**src/rtl/mips_mem_pkg.sv**
```systemverilog
// Shared definitions for the instruction-memory side of the MIPS board:
// imem geometry and the loader state encoding.
package mips_mem_pkg;

  localparam int IMEM_DEPTH  = 32;
  localparam int IMEM_ADDR_W = 6;

  typedef enum logic [2:0] {
    IDLE,
    HDR,
    DATA,
    WRITE,
    DONE,
    ERR
  } ld_state_e;

endpackage

```
**src/rtl/imem_loader_byte_word_packer.sv**
```systemverilog
// Collects four accepted bytes MSB-first into a 32-bit word and flags the
// byte that completes it.
module byte_word_packer (
  input  logic        clk,
  input  logic        reset,
  input  logic        clear,
  input  logic        accept,
  input  logic [7:0]  byte_data,
  output logic [31:0] word,
  output logic        word_full
);

  logic [1:0]  cnt_q, cnt_d;
  logic [31:0] word_q, word_d;

  always_comb begin
    cnt_d  = cnt_q;
    word_d = word_q;
    if (clear) begin
      cnt_d = 2'd0;
    end else if (accept) begin
      word_d = {word_q[23:0], byte_data};
      cnt_d  = cnt_q + 2'd1;
    end
  end

  always_ff @(posedge clk) begin
    if (reset) begin
      cnt_q  <= 2'd0;
      word_q <= 32'd0;
    end else begin
      cnt_q  <= cnt_d;
      word_q <= word_d;
    end
  end

  // Asserted alongside the 4th accept so the FSM enters WRITE with the word complete.
  assign word_full = accept && (cnt_q == 2'd3);
  assign word      = word_q;

endmodule

```
**src/rtl/imem_loader.sv**
```systemverilog
// Host byte-stream loader for imem: header N, then N big-endian words written
// to addresses 0..N-1 while the CPU is held.
module imem_loader
  import mips_mem_pkg::*;
#(
  parameter int DEPTH  = IMEM_DEPTH,
  parameter int ADDR_W = IMEM_ADDR_W
) (
  input  logic              clk,
  input  logic              reset,
  input  logic              start,
  input  logic              byte_valid,
  input  logic [7:0]        byte_data,
  output logic              byte_ready,
  output logic [ADDR_W-1:0] imem_a,
  output logic [31:0]       imem_wd,
  output logic              imem_we,
  output logic              cpu_hold,
  output logic              done,
  output logic              err
);

  localparam int NW = ADDR_W + 1;

  ld_state_e         state_q, state_d;
  logic [ADDR_W-1:0] idx_q, idx_d;
  logic [NW-1:0]     n_q, n_d;
  logic [NW-1:0]     idx_inc;
  logic              accept, hdr_bad, pk_clear, pk_accept, word_full;
  logic [31:0]       pk_word;

  assign byte_ready = (state_q == HDR) || (state_q == DATA);
  assign accept     = byte_valid && byte_ready;
  assign hdr_bad    = (byte_data == 8'd0) || (32'(byte_data) > 32'(DEPTH));
  // One bit wider than the index so reaching N == 2^ADDR_W compares correctly.
  assign idx_inc    = {1'b0, idx_q} + NW'(1);
  assign pk_clear   = (state_q == HDR) && accept && !hdr_bad;
  assign pk_accept  = (state_q == DATA) && accept;

  byte_word_packer u_pack (
    .clk       (clk),
    .reset     (reset),
    .clear     (pk_clear),
    .accept    (pk_accept),
    .byte_data (byte_data),
    .word      (pk_word),
    .word_full (word_full)
  );

  always_comb begin
    state_d = state_q;
    idx_d   = idx_q;
    n_d     = n_q;
    case (state_q)
      IDLE:  if (start) state_d = HDR;
      HDR: begin
        if (accept) begin
          if (hdr_bad) begin
            state_d = ERR;
          end else begin
            n_d     = NW'(byte_data);
            idx_d   = '0;
            state_d = DATA;
          end
        end
      end
      DATA:  if (word_full) state_d = WRITE;
      WRITE: begin
        idx_d   = idx_inc[ADDR_W-1:0];
        state_d = (idx_inc == n_q) ? DONE : DATA;
      end
      DONE:  state_d = IDLE;
      ERR:   if (start) state_d = HDR;
      default: state_d = IDLE;
    endcase
  end

  always_ff @(posedge clk) begin
    if (reset) begin
      state_q <= IDLE;
      idx_q   <= '0;
      n_q     <= '0;
    end else begin
      state_q <= state_d;
      idx_q   <= idx_d;
      n_q     <= n_d;
    end
  end

  assign imem_we  = (state_q == WRITE);
  assign imem_a   = idx_q;
  assign imem_wd  = pk_word;
  assign cpu_hold = (state_q == HDR) || (state_q == DATA) ||
                    (state_q == WRITE) || (state_q == ERR);
  assign done     = (state_q == DONE);
  assign err      = (state_q == ERR);

endmodule

```
**config.mk**
```make
export PLATFORM = sky130hd
export DESIGN_NAME = imem_loader
export DESIGN_NICKNAME = d
export VERILOG_FILES = /design/src/rtl/mips_mem_pkg.sv /design/src/rtl/imem_loader_byte_word_packer.sv /design/src/rtl/imem_loader.sv
export SDC_FILE = /design/constraint.sdc
export NUM_CORES = 1
export LEC_CHECK = 0
export CORE_UTILIZATION = 45
export DETAILED_ROUTE_END_ITERATION = 16
export PLACE_DENSITY_LB_ADDON = 0.12
export SLEW_MARGIN = 20
export SYNTH_ARGS = -nofsm -noshare
export SYNTH_HDL_FRONTEND = slang
export SYNTH_SLANG_ARGS = --single-unit
```
**constraint.sdc**
```tcl
create_clock -name clk -period 4.6 [get_ports clk]
set_input_delay 0.92 -clock clk [delete_from_list [all_inputs] [get_ports clk]]
set_output_delay 0.92 -clock clk [all_outputs]
set_load 0.03 [all_outputs]
```
==> PnR_summary.wiki <==
{| class="wikitable"
! Metric !! Value
|-
| Via count of the first global-routing pass || about 1700
|-
| Largest fanout on the critical path || 9
|-
| Total wire length || around 4.7 mm
|-
| Via-per-instance ratio || around 5.3
|-
| Wire length of the first global-routing pass || 7.91 mm
|-
| Finished layout cell area || 0.00276 mm2
|-
| Power density over cell area || around 270 mW/mm2
|-
| Biggest area consumer among synthesized cells || sky130_fd_sc_hd__dfxtp_1
|-
| Number of sinks driven by the clock tree || 50
|-
| Post-synth cell types || 39
|-
| Final setup viols || 0
|-
| IO Count || 55
|-
| Worst setup timing slack at the placement stage || between 1.5 and 2 ns
|-
| Number of antenna cells inserted || 0
|-
| Hold_buf cts || 0
|-
| Number of warnings reported in the yosys synthesis log || 0
|-
| Core area || roughly 0.0044 mm2
|-
| Filler cells || 424
|-
| Share of post-route cells with drive strength above 1 || 5.18%
|-
| Number of slew-limit violations in the final report || 0
|-
| Total number of H-tree levels || 2
|-
| Count of state elements after synthesis || 50
|-
| Total design power || 736 uW
|-
| Post-DRT Antenna Nets || 0
|-
| Clock root buffer || sky130_fd_sc_hd__clkbuf_8
|-
| Total area of multi-input combinational cells || about 0.0011 mm2
|-
| Largest cells by area after synthesis || sky130_fd_sc_hd__dfxtp_1, sky130_fd_sc_hd__nand2_1, sky130_fd_sc_hd__a21oi_1, sky130_fd_sc_hd__mux2i_1, sky130_fd_sc_hd__nor2_1
|-
| Area after detailed placement || around 0.0027 mm2
|-
| Maximum operating frequency || 335 MHz
|-
| Synth Net Count || roughly 280
|-
| Clock transition at path regs || around 0.09 ns
|-
| Die X-Extent || between 70 and 80 um
|-
| Worst skew pair latency || about 0.30 ns
|-
| Initial antenna violation count || 0
|-
| Start-to-end type of the worst setup path || reg2out
|-
| Min-Delay Path Class || reg2reg
|-
| Overall via count from detail_route || 1924
|-
| GR Overflow Total || 0
|-
| Chip height || 70.8 um
|-
| Syn-to-layout area delta || 29.9%
|-
| Buffers from clock root to sink, at most || 2
|-
| Reg power frac || between 50% and 60%
|-
| Final Critical Period || between 2 and 3 ns
|-
| Average wire per standard cell || between 10 and 15 um
|-
| Post-layout worst setup margin || approximately 1.6 ns
|-
| Post-synthesis area per instance || approximately 8.1 um2
|-
| Area occupied by registers || approximately 0.001 mm2
|-
| Overall die area || ~0.005 mm2
|-
| Kind of start point of the critical path || flip-flop
|-
| Filler-free cell count of the finished design || ~360
|-
| Port-buffer cells || 54
|-
| Crit path capture type || output pin
|-
| Final RePlAce weighted congestion || around 0.83
|-
| Portion of synthesized cell area occupied by the leading cell type || 47.1%
|-
| Row cnt || 24
|-
| Worst path required time || about 3.7 ns
|-
| DRT iter0 DRCs || 102
|-
| Outcome || complete, but fails checks
|-
| Portion of total power attributed to combinational logic || 6.7%
|-
| Number of instances in the synthesized netlist || 261
|-
| Internal power component || 560 uW
|-
| Static leakage power || 0.000911 uW
|-
| Sw frac || a little under a quarter
|-
| Post-detail-place hpwl || between 3 and 4 mm
|-
| Final-report hold violation count || 0
|-
| Period utilisation layout || between 60 and 70%
|-
| Aggregate negative setup slack || 0 ns
|-
| Internal reg-to-reg setup slack || approximately 2.6 ns
|-
| TritonCTS clock tree || done
|-
| Iteration count of the initial detailed-routing pass || 10
|-
| GR Util All Layers || around a fifth
|-
| Critical path data arrival time || approximately 2.1 ns
|-
| Sequential area share after synthesis || between 40% and 50%
|-
| RSZ-0062 raised after global routing || no
|-
| Number of buffers inserted during clock tree synthesis || 5
|-
| Post-cts resize count || 0
|-
| Post-layout nets || 323
|-
| Failing checks || design-rule violations
|-
| Tightest slew margin relative to the limit || 40.0%
|-
| Pin count of the biggest net entering global routing || 51
|-
| Slew at the pin closest to its max-slew limit || 0.900 ns
|-
| Net switching power of the design || 176 uW
|-
| Remaining DRCs || 11
|-
| Number of maximum-capacitance constraint violations || 0
|-
| Maximum ir drop on the vdd rail || ~0.00017 V
|-
| Placed cells || about 350
|-
| Part of the total power dissipated in the clock network || between 30% and 40%
|-
| Initial Util || between 40% and 50%
|-
| Post-synthesis cell area || 0.00213 mm2
|-
| Maximum clock skew at final layout || 0.00641 ns
|-
| Number of setup buffers added after CTS || 0
|}
==> cell usage after synthesis <==
cell type / number
sky130_fd_sc_hd__nand2_1: 70
sky130_fd_sc_hd__dfxtp_1: 50
sky130_fd_sc_hd__a21oi_1: 36
sky130_fd_sc_hd__nor2_1: 17
sky130_fd_sc_hd__clkbuf_1: 13
sky130_fd_sc_hd__nor3_1: 9
sky130_fd_sc_hd__mux2i_1: 7
sky130_fd_sc_hd__xnor2_1: 6
sky130_fd_sc_hd__nand3_1: 5
sky130_fd_sc_hd__nand2b_1: 4
sky130_fd_sc_hd__nor2b_1: 4
sky130_fd_sc_hd__a311oi_1: 3
sky130_fd_sc_hd__or3_1: 3
sky130_fd_sc_hd__xor2_1: 3
sky130_fd_sc_hd__a31oi_1: 2
sky130_fd_sc_hd__and3_1: 2
sky130_fd_sc_hd__ha_1: 2
sky130_fd_sc_hd__inv_1: 2
sky130_fd_sc_hd__o41ai_1: 2
sky130_fd_sc_hd__or3b_1: 2
sky130_fd_sc_hd__a211o_1: 1
sky130_fd_sc_hd__a211oi_1: 1
sky130_fd_sc_hd__a2bb2oi_1: 1
sky130_fd_sc_hd__and2_0: 1
sky130_fd_sc_hd__and2_1: 1
sky130_fd_sc_hd__and3b_1: 1
sky130_fd_sc_hd__buf_6: 1
sky130_fd_sc_hd__inv_2: 1
sky130_fd_sc_hd__mux2_2: 1
sky130_fd_sc_hd__nand4bb_1: 1
sky130_fd_sc_hd__nor3b_1: 1
sky130_fd_sc_hd__nor4_2: 1
sky130_fd_sc_hd__o211a_1: 1
sky130_fd_sc_hd__o21a_1: 1
sky130_fd_sc_hd__o21ai_0: 1
sky130_fd_sc_hd__o221a_1: 1
sky130_fd_sc_hd__o32ai_1: 1
sky130_fd_sc_hd__or2_2: 1
sky130_fd_sc_hd__or4_4: 1
==> power by group through the flow <==
stage / Clock (uW) / Sequential (uW) / Combinational [uW]
finish: 248 / 438 / 49.6
global route: 275 / 439 / 53.6
CTS: 257 / 438 / 49.7
detailed placement: 0 / 448 / 49.5
global placement: 0 / 448 / 48.8
floorplan: 0 / 448 / 26.0
==> per-stage QoR <==
step	hold slack, ns	utilization (%)
after global routing	0.494	62.2
final	0.458	62.2
after floorplan	0.469	-
after detailed placement	0.446	60.3
after global placement	0.441	60.2
after CTS	0.459	62.2
==> per-layer routing <==
layer | global-route usage, % | vias up | routed length (um)
met3 | 4.70 | 7 | 294
met5 | 0 | - | 0
met2 | 30.0 | 53 | 2020
met4 | 8.00 | 0 | 68
met1 | 27.2 | 888 | 2350
li1 | - | 976 | -
==> registers in the layout (all words and copies together), names as in the netlist <==
name	flops
u_pack.word	32
u_pack.cnt_q	2
n_q	7
imem_a	6
state_q	3
==> final cells by class <==
type	instances	share of cell area [%]
Inverter	3	0.407
Clock inverter	2	0.543
Clock buffer	5	2.49
Tap cell	52	2.35
Multi-Input combinational cell	194	38.3
Timing Repair Buffer	55	19.6
Sequential cell	50	36.2
==> worst max-delay path, cell delays in order (launching register included) <==
cell	delay [ns]
sky130_fd_sc_hd__dfxtp_1	0.48
sky130_fd_sc_hd__nor2b_1	0.22
sky130_fd_sc_hd__nand2_1	0.20
sky130_fd_sc_hd__inv_2	0.18
sky130_fd_sc_hd__clkdlybuf4s50_1	0.69
==> cells by family (layout without fill, tap and decap cells) <==
kind of cell / after synthesis / after routing / share of synthesized area, %
AND/OR/NAND/NOR: 124 / 124 / 26.6
adder cells (fa/ha/maj): 2 / 2 / 1.18
AO/OA/AOI/OAI: 51 / 51 / 14.3
XOR/XNOR: 9 / 9 / 3.71
multiplexers: 8 / 8 / 3.82
buffers and inverters: 17 / 65 / 3.35
flip-flops: 50 / 50 / 47.1
==> final timing paths <==
path,cells past startpoint,start,end
worst min register to register,2,u_pack.word[24],u_pack.word[24]
worst min-delay path,2,u_pack.word[24],u_pack.word[24]
worst max-delay path,4,state_q[1],imem_we
worst max register to register,5,state_q[1],state_q[1]
==> layout by cell type, fill, tap and decap left out, drive strengths merged, types with 2 or more instances in the layout <==
cell type / instances
a21oi: 36
a311oi: 3
a31oi: 2
and2: 2
and3: 2
buf: 2
clkbuf: 5
clkdlybuf4s50: 53
clkinvlp: 2
dfxtp: 50
ha: 2
inv: 3
mux2i: 7
nand2: 70
nand2b: 4
nand3: 5
nor2: 17
nor2b: 4
nor3: 9
o41ai: 2
or3: 3
or3b: 2
xnor2: 6
xor2: 3
No activity file was read; power rests on OpenSTA's default activity.
